### src/rtl/pipe_pkg.sv
// pipe_pkg: shared sequencer states and constants for the pipeline flow controller
package pipe_pkg;
  typedef enum logic [1:0] {BOOT, RUN, LU_STALL, IMEM_WAIT} state_t;
  localparam logic [31:0] NOP_INSTR = 32'h0000_0033;
  localparam int PC_INC = 4;
endpackage

### src/rtl/sat_counter.sv
// sat_counter: saturating up-counter with synchronous clear
module sat_counter #(
  parameter int WIDTH = 16
) (
  input  logic             clk,
  input  logic             rstn,
  input  logic             inc,
  input  logic             clr,
  output logic [WIDTH-1:0] q
);
  always_ff @(posedge clk or negedge rstn)
    if (!rstn) q <= '0;
    else if (clr) q <= '0;
    else if (inc && q != '1) q <= q + WIDTH'(1);
endmodule

### src/rtl/pipe_flow_ctrl.sv
// pipe_flow_ctrl: turns load-use stall and redirect requests into PC, enable and flush strobes
module pipe_flow_ctrl
  import pipe_pkg::*;
#(
  parameter int                    DATA_WIDTH = 32,
  parameter logic [DATA_WIDTH-1:0] RESET_PC   = '0,
  parameter int                    CNT_WIDTH  = 16
) (
  input  logic                  clk,
  input  logic                  rstn,
  input  logic                  lu_stall_req,
  input  logic                  redirect_valid,
  input  logic [DATA_WIDTH-1:0] redirect_pc,
  input  logic                  imem_ready,
  output logic [DATA_WIDTH-1:0] imem_addr,
  output logic                  imem_req,
  output logic [DATA_WIDTH-1:0] pc,
  output logic                  ifid_we,
  output logic                  ifid_flush,
  output logic                  idex_we,
  output logic                  idex_flush,
  output logic                  exmem_bubble,
  output logic [CNT_WIDTH-1:0]  stall_cnt,
  output logic [CNT_WIDTH-1:0]  flush_cnt
);
  state_t state, state_n;
  logic [DATA_WIDTH-1:0] pc_n;
  logic lu_mask, stall, stall_inc, flush_inc;
  assign imem_addr = pc;
  assign stall = lu_stall_req && !lu_mask;
  always_ff @(posedge clk or negedge rstn)
    if (!rstn) begin
      state   <= BOOT;
      pc      <= RESET_PC;
      lu_mask <= 1'b0;
    end else begin
      state   <= state_n;
      pc      <= pc_n & ~DATA_WIDTH'(3);
      lu_mask <= state != BOOT && stall;
    end
  always_comb begin
    state_n      = state;
    pc_n         = pc;
    imem_req     = 1'b0;
    ifid_we      = 1'b0;
    ifid_flush   = 1'b0;
    idex_we      = 1'b0;
    idex_flush   = 1'b0;
    exmem_bubble = 1'b0;
    stall_inc    = 1'b0;
    flush_inc    = 1'b0;
    if (state == BOOT) begin
      ifid_flush = 1'b1;
      idex_flush = 1'b1;
      state_n    = RUN;
    end else begin
      imem_req = 1'b1;
      // a stall during an imem wait keeps waiting; ID already holds a bubble
      if (stall) begin
        exmem_bubble = 1'b1;
        stall_inc    = 1'b1;
        ifid_flush   = state == IMEM_WAIT;
        state_n      = state == IMEM_WAIT ? IMEM_WAIT : LU_STALL;
      end else if (redirect_valid) begin
        pc_n       = redirect_pc;
        ifid_flush = 1'b1;
        idex_flush = 1'b1;
        flush_inc  = 1'b1;
        state_n    = RUN;
      end else if (!imem_ready) begin
        ifid_flush = 1'b1;
        idex_we    = 1'b1;
        state_n    = IMEM_WAIT;
      end else begin
        pc_n    = pc + DATA_WIDTH'(PC_INC);
        ifid_we = 1'b1;
        idex_we = 1'b1;
        state_n = RUN;
      end
    end
    if (!rstn) begin
      imem_req     = 1'b0;
      ifid_we      = 1'b0;
      ifid_flush   = 1'b0;
      idex_we      = 1'b0;
      idex_flush   = 1'b0;
      exmem_bubble = 1'b0;
    end
  end
  sat_counter #(.WIDTH(CNT_WIDTH)) u_stall_cnt (
    .clk(clk), .rstn(rstn), .inc(stall_inc), .clr(1'b0), .q(stall_cnt)
  );
  sat_counter #(.WIDTH(CNT_WIDTH)) u_flush_cnt (
    .clk(clk), .rstn(rstn), .inc(flush_inc), .clr(1'b0), .q(flush_cnt)
  );
endmodule

### config.mk
export PLATFORM = sky130hd
export DESIGN_NAME = pipe_flow_ctrl
export DESIGN_NICKNAME = d
export VERILOG_FILES = /design/src/rtl/pipe_pkg.sv /design/src/rtl/sat_counter.sv /design/src/rtl/pipe_flow_ctrl.sv
export SDC_FILE = /design/constraint.sdc
export NUM_CORES = 1
export LEC_CHECK = 0
export BUFFER_PORTS_ARGS = -buffer_cell sky130_fd_sc_hd__clkbuf_2
export CORE_AREA = 4 4 120 122
export CTS_CLUSTER_DIAMETER = 50
export DETAILED_ROUTE_END_ITERATION = 6
export DIE_AREA = 0 0 124 126
export SLEW_MARGIN = 25
export SYNTH_ARGS = -nofsm -noshare
export SYNTH_HDL_FRONTEND = slang
export SYNTH_SLANG_ARGS = --single-unit
### constraint.sdc
create_clock -name clk -period 6 [get_ports clk]
set_input_delay 0.3 -clock clk [delete_from_list [all_inputs] [get_ports clk]]
set_output_delay 0.3 -clock clk [all_outputs]
set_load 0.02 [all_outputs]
==> run summary, run 1 <==
# resized after CTS -> 0
share of the synthesized area in the top cell type -> 0.414
sequential-to-total area share from yosys stat -> 0.414
# fillers -> 1366
Boundary Pins -> 139
Max-slew headroom -> 0.474
clock tree buffer depth -> 2
Top FF cell, synth -> dfrtp_1
cts hold-fix bufs -> 0
post-route clock skew -> 10.1 ps
Core Area -> 0.0132 mm2
row count -> 42
worst skew pair latency -> 340 ps
EDFF count, synth -> 0
Clock H-tree levels -> 3
Synth Instances -> 425
Avg WL per Cell -> 15.4 um
CTS Root Cell -> clkbuf_16
crit path DAT -> 2040 ps
vias -> 3580
CTS tree -> done
NumNets Final -> 563
reg-to-reg critical path startpoint -> imem_addr[2]$_DFFE_PN0P_
Worst VDD drop -> 0.157 mV
layout cells sized above 1 -> 0.328
Ys Warns -> 0
Distinct cells, synth -> 67
n_diodes -> 0
largest net degree at the start of global routing -> 59
Die X -> 124 um
RePlAce Congestion -> 0.809
Period minus WS final -> 2340 ps
Leak -> 2.27 nW
Via density -> 5.09
die outline height -> 126 um
post-route ant nets -> 0
Setup Buffers After CTS -> 0
CP Class -> in -> out
gr usage total -> 0.141
Clock Sinks -> 65
crit path max fanout -> 58
vias in the first global route -> 3337
Pins Over Slew Limit -> 0
Synth area leaders -> dfrtp_1 41%, buf_4 6.7%, xnor2_1 4.2%, nand3_1 3.4%, a21oi_1 3.2%
area grow syn2layout -> 24.5%
WP data required -> 5700 ps
final hold vios -> 0
TritonRoute pass-1 iters -> 4
Die ar. -> 0.0156 mm2
Setup TNS -> 0 ps
asr flop ratio synth -> 1.00
area leader, netlist -> dfrtp_1
Total Wirelength -> 10800 um
Power per Cell Area -> 397 mW/mm2
number of synthesized register bits -> 65
type of the tightest min-delay check -> in -> async
RSZ-0062 raised after global routing -> false
Num CTS Buffers -> 9
Avg Inst Size Synth -> 9.24 um2
DRC Markers -> 0
Final setup viols -> 0
Tcrit/Tclk final -> 0.390
fin worst setup slack -> 3660 ps
global-route wire length before repair -> 17400 um
Initial DRC Count -> 234
starting density of the core -> 0.298
Startpoint Class -> primary input
Fmax -> 428 MHz
status -> finished clean
Post-Syn Area -> 0.00393 mm2
final instance area -> 0.00489 mm2
Placement Setup Slack -> 3550 ps
Least-Margin Pin Slew -> 788 ps
Critical Path Sink Type -> output port
I/O Buffers -> 132
Placement Cell Area -> 0.00452 mm2
initial antenna violation count -> 0
Crit. Startpoint -> redirect_valid
Worst-path clk slew -> 60 ps
Remaining Overflow, GRT -> 0
DP HPWL -> 8000 um
max cap viols -> 0
-- flip-flops by register name, indices dropped and copies added (netlist names) --
signal         count
state              2
lu_mask            1
imem_addr         30
u_flush_cnt.q     16
u_stall_cnt.q     16
-- worst max-delay path, stage by stage --
cell and delay [ps]:
clkbuf_2 80, buf_4 460, inv_1 540, and3_1 310, and2_1 150, clkbuf_2 150
-- cell usage after synthesis, drive strengths merged, types with 3 or more instances --
cell     count
a2bb2oi      3
a41o         3
clkbuf      13
or3          4
or2          3
o2bb2ai      3
inv          4
nor2b        4
nor3        13
dfrtp       65
o21ai       19
buf         40
ha           3
nand2       34
a21oi       25
mux2         3
nor4         9
and4        10
a31oi        3
nand3       28
xnor2       19
and2         4
nor2        27
and3        18
o311ai       5
mux2i        4
xor2        11
nand4       21
-- report_power, final --
group / internal [mW] / switching, mW / leakage (nW)
clock: 0.448 / 0.206 / 0.180
combinational: 0.215 / 0.390 / 1.28
sequential: 0.533 / 0.148 / 0.808
-- layout make-up --
class	count	area [um2]	area share
clock buffers	9	225	0.0460
clock inverters	7	143	0.0292
inverters	4	15.0	0.00307
multi-input cells	306	1960	0.402
flip-flops and latches	65	1630	0.332
well taps	176	220	0.0450
repair buffers	137	698	0.143
-- path summary, 6_finish.rpt --
path / endpoint / slack, ps / cells past startpoint
max: ifid_we / 3660 / 6
min: imem_addr[27]$_DFFE_PN0P_ / 30 / 1
max reg2reg: imem_addr[28]$_DFFE_PN0P_ / 3850 / 6
min reg2reg: u_stall_cnt.q[4]$_DFFE_PN0P_ / 500 / 1
max in group asynchronous: u_flush_cnt.q[15]$_DFFE_PN0P_ / 4990 / 2
min in group clk: imem_addr[29]$_DFFE_PN0P_ / 210 / 3
-- metal layers --
layer / track usage / routed length, um / up-vias
met5: 0 / 0 / -
met4: 0.0541 / 182 / 0
met3: 0.0359 / 709 / 14
met2: 0.226 / 5140 / 108
met1: 0.181 / 4820 / 1734
li1: - / - / 1724
-- placed cells by master, fill, tap and decap left out, types with 5 or more instances in the layout --
| cell type | n |
|---|---|
| buf_4 | 5 |
| nand4_1 | 20 |
| xnor2_1 | 19 |
| a21oi_1 | 25 |
| nor2_1 | 26 |
| and3_1 | 18 |
| nor3_1 | 11 |
| and4_1 | 9 |
| o21ai_0 | 18 |
| nand3_1 | 27 |
| clkbuf_2 | 131 |
| xor2_1 | 11 |
| dfrtp_1 | 65 |
| clkbuf_16 | 9 |
| nand2_1 | 33 |
| nor4_1 | 5 |
-- cell families (layout without fill, tap and decap cells) --
kind of cell / after synthesis / in the layout / share of synthesized area
AO/OA/AOI/OAI: 80 / 80 / 0.136
XOR/XNOR: 30 / 30 / 0.0669
adder cells (fa/ha/maj): 3 / 3 / 0.00956
buffers and inverters: 57 / 157 / 0.0889
flip-flops: 65 / 65 / 0.414
multiplexers: 7 / 7 / 0.0188
other: 1 / 4 / 0.000954
AND/OR/NAND/NOR: 182 / 182 / 0.265
-- stage by stage --
stage	instances	total power [mW]	hold WS, ps	utilization
after global placement	688	1.29	415	0.343
after floorplan	428	1.13	4.41	-
after global routing	704	2.06	93.0	0.371
after CTS	704	1.97	54.7	0.371
final	704	1.94	28.2	0.371
after detailed placement	688	1.30	428	0.343
Note: power is estimated with default switching activity, not from simulation.
==> inputs of run 2 (changes only) <==
==> constraint.sdc (replaced) <==
create_clock -name clk -period 2.05 [get_ports clk]
set_input_delay 0.1025 -clock clk [delete_from_list [all_inputs] [get_ports clk]]
set_output_delay 0.1025 -clock clk [all_outputs]
set_load 0.02 [all_outputs]
==> run summary, run 2 (same netlist as run 1, synthesis figures left out) <==
Power per Cell Area -> 1090 mW/mm2 (+170%)
vias -> 3655 (+2.1%)
Period minus WS final -> 1970 ps
n_diodes -> 0 (unchanged)
worst skew pair latency -> 330 ps (about the same)
Max-slew headroom -> 0.650 (+0.176)
max cap viols -> 0 (unchanged)
worst-case reg-to-reg path depth -> 6 (unchanged)
Die ar. -> 0.0156 mm2 (unchanged)
commonest non-fill, non-tap cell in the layout -> clkbuf_2
worst r2r dst -> imem_addr[20]$_DFFE_PN0P_
crit path max fanout -> 6 (-90%)
largest net degree at the start of global routing -> 53 (-10%)
status -> finished clean
Die X -> 124 um (unchanged)
post-route clock skew -> 5.61 ps (-4.50 ps)
post-route ant nets -> 0 (unchanged)
Clock H-tree levels -> 3 (unchanged)
clock tree buffer depth -> 2 (unchanged)
final hold slack -> 23.2 ps (-5.03 ps)
crit path DAT -> 2180 ps (+140 ps)
Via density -> 5.01 (-1.4%)
RePlAce Congestion -> 0.825 (+2.0%)
type of the tightest min-delay check -> in -> reg
Worst-path clk slew -> 60 ps (about the same)
CP Class -> reg -> reg
Setup TNS -> 0 ps (unchanged)
Num CTS Buffers -> 9 (unchanged)
CTS tree -> done
I/O Buffers -> 132 (unchanged)
CTS Root Cell -> clkbuf_16
Leak -> 2.36 nW (+4.0%)
Total Wirelength -> 11400 um (+5.3%)
Setup crit end -> imem_addr[20]$_DFFE_PN0P_
Clock Sinks -> 65 (unchanged)
initial antenna violation count -> 0 (unchanged)
vias in the first global route -> 3571 (+7.0%)
die outline height -> 126 um (unchanged)
WHS Path Cells -> 3
DP HPWL -> 8640 um (+7.9%)
R2R setup slack -> 80 ps (-3770 ps)
Avg WL per Cell -> 15.7 um (+1.7%)
Core Area -> 0.0132 mm2 (unchanged)
gr usage total -> 0.149 (+0.00852)
TritonRoute pass-1 iters -> 4 (unchanged)
area grow syn2layout -> 27.9%
fin cells -> 729 (+3.6%)
Fmax -> 508 MHz
Crit. Startpoint -> imem_addr[3]$_DFFE_PN0P_
layout cells sized above 1 -> 0.360 (+0.0322)
starting density of the core -> 0.298 (unchanged)
Tcrit/Tclk final -> 0.960
Final setup viols -> 0 (unchanged)
Initial DRC Count -> 245 (+4.7%)
final hold vios -> 0 (unchanged)
reg-to-reg critical path startpoint -> imem_addr[3]$_DFFE_PN0P_
most frequent cells in the layout -> 131 x clkbuf_2, 64 x dfrtp_1, 33 x nand2_1
Placement Cell Area -> 0.00471 mm2 (+4.1%)
placed cells -> 713 (+3.6%)
row count -> 42 (unchanged)
DRC Markers -> 0 (unchanged)
Boundary Pins -> 139 (unchanged)
NumNets Final -> 589 (+4.6%)
final instance area -> 0.00502 mm2 (+2.7%)
Startpoint Class -> flop
Pins Over Slew Limit -> 0 (unchanged)
max reg flops -> 30 (unchanged)
WP data required -> 2260 ps (-3440 ps)
RSZ-0062 raised after global routing -> false
global-route wire length before repair -> 18700 um (+7.4%)
Least-Margin Pin Slew -> 526 ps (-262 ps)
Worst VDD drop -> 0.401 mV (+160%)
Critical Path Sink Type -> flop
Remaining Overflow, GRT -> 0 (unchanged)
## run 2: changes by cell type in the layout (fill, tap and decap cells not counted), moves of 2 or more
cell / previous run / this run
buf_4: 5 / 30
bufinv_16: 4 / 1
clkbuf_8: 0 / 2
clkinv_4: 2 / 0
## run 2: what timing repair did
| item | 4_1_cts | 5_1_grt |
|---|---|---|
| hold buffers | 1 | 0 |
| gates resized for setup | 0 | 4 |
| endpoints found under the hold margin | 12 | 0 |
| setup buffers | 0 | 0 |
| setup endpoints to repair | 0 | 6 |
## run 2: cell type report
cell class              instances  area, um2
inverters                       4       15.0
clock buffers                  12        256
repair buffers                163        896
flip-flops and latches         65       1630
fillers                      1370       8170
multi-input cells             306       1970
well taps                     176        220
clock inverters                 3       40.0
## run 2: worst min-delay path by stage
stage	from	endpoint	slack [ps]
6_report	redirect_pc[29]	imem_addr[29]$_DFFE_PN0P_	20
4_1_cts	redirect_pc[29]	imem_addr[29]$_DFFE_PN0P_	10
5_1_grt	redirect_pc[29]	imem_addr[29]$_DFFE_PN0P_	20
3_3_place_gp	rstn	lu_mask$_DFF_PN0_	70
2_1_floorplan	rstn	imem_addr[10]$_DFFE_PN0P_	-190
3_5_place_dp	rstn	lu_mask$_DFF_PN0_	80
## run 2: worst max-delay path: stages (launching register included)
cell       delay [ps]
dfrtp_1           430
ha_2              250
nand4_1           140
or4_4             480
nor3_2            260
a2bb2oi_1         110
o22a_1            190
## run 2: where the power goes
part	total, mW	internal (mW)	switching, mW
Sequential	1.95	1.56	0.383
Combinational	1.94	0.720	1.23
Clock	1.56	0.997	0.565
## run 2: through the flow
step / utilization / power [mW] / worst slack [ps]
6_report: 0.381 / 5.45 / 81.5
3_3_place_gp: 0.357 / 3.88 / 157
2_1_floorplan: - / 3.30 / 10.1
4_1_cts: 0.380 / 5.53 / 36.7
5_1_grt: 0.381 / 5.80 / 2.55
3_5_place_dp: 0.357 / 3.93 / 54.0
## run 2: metal layers
layer,track usage,vias to the layer above,part of all wire
met5,0,-,0
met3,0.0386,13,0.067
met4,0.0457,0,0.016
met1,0.192,1758,0.43
li1,-,1769,-
met2,0.245,115,0.49
==> inputs of run 3 (changes only) <==
--- a/config.mk
+++ b/config.mk
@@ -10,6 +10,7 @@
 export CTS_CLUSTER_DIAMETER = 50
 export DETAILED_ROUTE_END_ITERATION = 6
 export DIE_AREA = 0 0 124 126
+export HOLD_SLACK_MARGIN = 0.05
 export SLEW_MARGIN = 25
 export SYNTH_ARGS = -nofsm -noshare
 export SYNTH_HDL_FRONTEND = slang
==> constraint.sdc (replaced) <==
create_clock -name clk -period 2.05 [get_ports clk]
set_input_delay 0.1025 -clock clk [delete_from_list [all_inputs] [get_ports clk]]
set_output_delay 0.1025 -clock clk [all_outputs]
set_load 0.005 [all_outputs]
==> run summary, run 3 (same netlist as run 1, synthesis figures left out) <==
status -> finished clean
placed cells -> 712 (-0.14%)
I/O Buffers -> 132 (unchanged)
Worst-path clk slew -> 50 ps (about the same)
Setup Buffers After CTS -> 0 (unchanged)
Core Area -> 0.0132 mm2 (unchanged)
Die X -> 124 um (unchanged)
Via density -> 5.05 (+0.76%)
Clock H-tree levels -> 3 (unchanged)
area grow syn2layout -> 28.8%
Pins Over Slew Limit -> 0 (unchanged)
vias in the first global route -> 3563 (-0.22%)
RePlAce Congestion -> 0.833 (+0.98%)
final instance area -> 0.00506 mm2 (+0.67%)
worst skew pair latency -> 340 ps (about the same)
post-route ant nets -> 0 (unchanged)
TritonRoute pass-1 iters -> 4 (unchanged)
crit path DAT -> 2120 ps (-60 ps)
NumNets Final -> 594 (+0.85%)
Remaining Overflow, GRT -> 0 (unchanged)
CTS tree -> done
max reg flops -> 30 (unchanged)
Fmax -> 520 MHz (+2.3%)
Setup crit end -> imem_addr[26]$_DFFE_PN0P_
fin cells -> 735 (+0.82%)
Placement Cell Area -> 0.00470 mm2 (-0.16%)
post-route clock skew -> 4.59 ps (-1.01 ps)
clock tree buffer depth -> 2 (unchanged)
Tcrit/Tclk final -> 0.939 (-0.0213)
Startpoint Class -> flop
Initial DRC Count -> 236 (-3.7%)
starting density of the core -> 0.298 (unchanged)
Setup TNS -> 0 ps (unchanged)
Power per Cell Area -> 958 mW/mm2 (-12%)
Least-Margin Pin Slew -> 531 ps (+5.41 ps)
die outline height -> 126 um (unchanged)
Avg WL per Cell -> 15.6 um (-0.36%)
Total Wirelength -> 11500 um (+0.46%)
vias -> 3713 (+1.6%)
RSZ-0062 raised after global routing -> false
worst r2r dst -> imem_addr[26]$_DFFE_PN0P_
Worst VDD drop -> 0.735 mV (+83%)
DP HPWL -> 8550 um (-1.0%)
max cap viols -> 0 (unchanged)
row count -> 42 (unchanged)
WP data required -> 2240 ps (-20 ps)
DRC Markers -> 0 (unchanged)
initial antenna violation count -> 0 (unchanged)
Clock Sinks -> 65 (unchanged)
gr usage total -> 0.151 (+0.00178)
most frequent cells in the layout -> 131 x clkbuf_2, 64 x dfrtp_1, 33 x nand2_1
type of the tightest min-delay check -> in -> reg
Max-slew headroom -> 0.646 (-0.00361)
Critical Path Sink Type -> flop
reg-to-reg critical path startpoint -> imem_addr[3]$_DFFE_PN0P_
Die ar. -> 0.0156 mm2 (unchanged)
CP Class -> reg -> reg
crit path max fanout -> 6 (unchanged)
layout cells sized above 1 -> 0.354 (-0.00565)
CTS Root Cell -> clkbuf_16
n_diodes -> 0 (unchanged)
Num CTS Buffers -> 9 (unchanged)
R2R setup slack -> 130 ps (+40 ps)
Boundary Pins -> 139 (unchanged)
largest net degree at the start of global routing -> 53 (unchanged)
final hold vios -> 0 (unchanged)
Final setup viols -> 0 (unchanged)
commonest non-fill, non-tap cell in the layout -> clkbuf_2
Period minus WS final -> 1920 ps (-43.6 ps)
Crit. Startpoint -> imem_addr[3]$_DFFE_PN0P_
Leak -> 2.37 nW (+0.45%)
global-route wire length before repair -> 18700 um (about the same)
Pwr Total -> 4.85 mW (-11%)
worst-case reg-to-reg path depth -> 7 (+1)
## run 3: cell count changes in the layout (fill, tap and decap cells not counted), sizes merged
cell	change
clkinv	+1
bufinv	-1
dlygate4sd3	+6
buf	-1
clkbuf	-1
clkinvlp	+2
## run 3: per-stage QoR
stage               worst slack, ps  hold slack (ps)  utilization
floorplan                       140             -193            -
global placement                149             64.6        0.357
detailed placement              126             75.1        0.357
CTS                            60.4             56.7        0.383
global route                   20.1             70.9        0.384
finish                          125             63.9        0.384
## run 3: worst min-delay path by stage
stage	startpoint	to	slack (ps)	cells past startpoint
6_report	redirect_pc[2]	imem_addr[2]$_DFFE_PN0P_	60	3
4_1_cts	redirect_pc[2]	imem_addr[2]$_DFFE_PN0P_	60	3
3_3_place_gp	rstn	lu_mask$_DFF_PN0_	60	1
2_1_floorplan	rstn	imem_addr[10]$_DFFE_PN0P_	-190	0
3_5_place_dp	rstn	lu_mask$_DFF_PN0_	80	1
5_1_grt	redirect_pc[5]	imem_addr[5]$_DFFE_PN0P_	70	3
## run 3: cell type report
| cell class | count | area [um2] |
|---|---|---|
| multi-input combinational | 306 | 1960 |
| clock buffer | 11 | 253 |
| timing repair buffer | 168 | 948 |
| tap | 176 | 220 |
| fill | 1363 | 8130 |
| clock inverter | 5 | 30.0 |
| inverter | 4 | 15.0 |
| sequential | 65 | 1630 |
## run 3: per-layer routing
layer  vias up  GRT usage  wire, um
li1       1789          -         -
met1      1784      0.190      4930
met2       128      0.249      5620
met3        12     0.0426       762
met4         0     0.0490       163
met5         -          0         0
## run 3: critical path, stage by stage (launching register included)
cell      delay [ps]
dfrtp_1          420
ha_1             240
nand4_1          160
buf_4            200
nor2_2           120
nand4_1          150
o311ai_1         310
o311ai_1         170
## run 3: where the power goes
part           switching, mW  internal, mW  total [mW]
Clock                  0.586         0.877        1.46
Combinational          0.726         0.714        1.44
Sequential             0.381          1.56        1.94
Total                   1.69          3.15        4.85
## run 3: timing repair
| action | in CTS | in global routing |
|---|---|---|
| gates resized for setup | 0 | 3 |
| hold buffers | 7 | 0 |
| hold endpoints to repair | 18 | 0 |
| endpoints found under the setup margin | 0 | 3 |
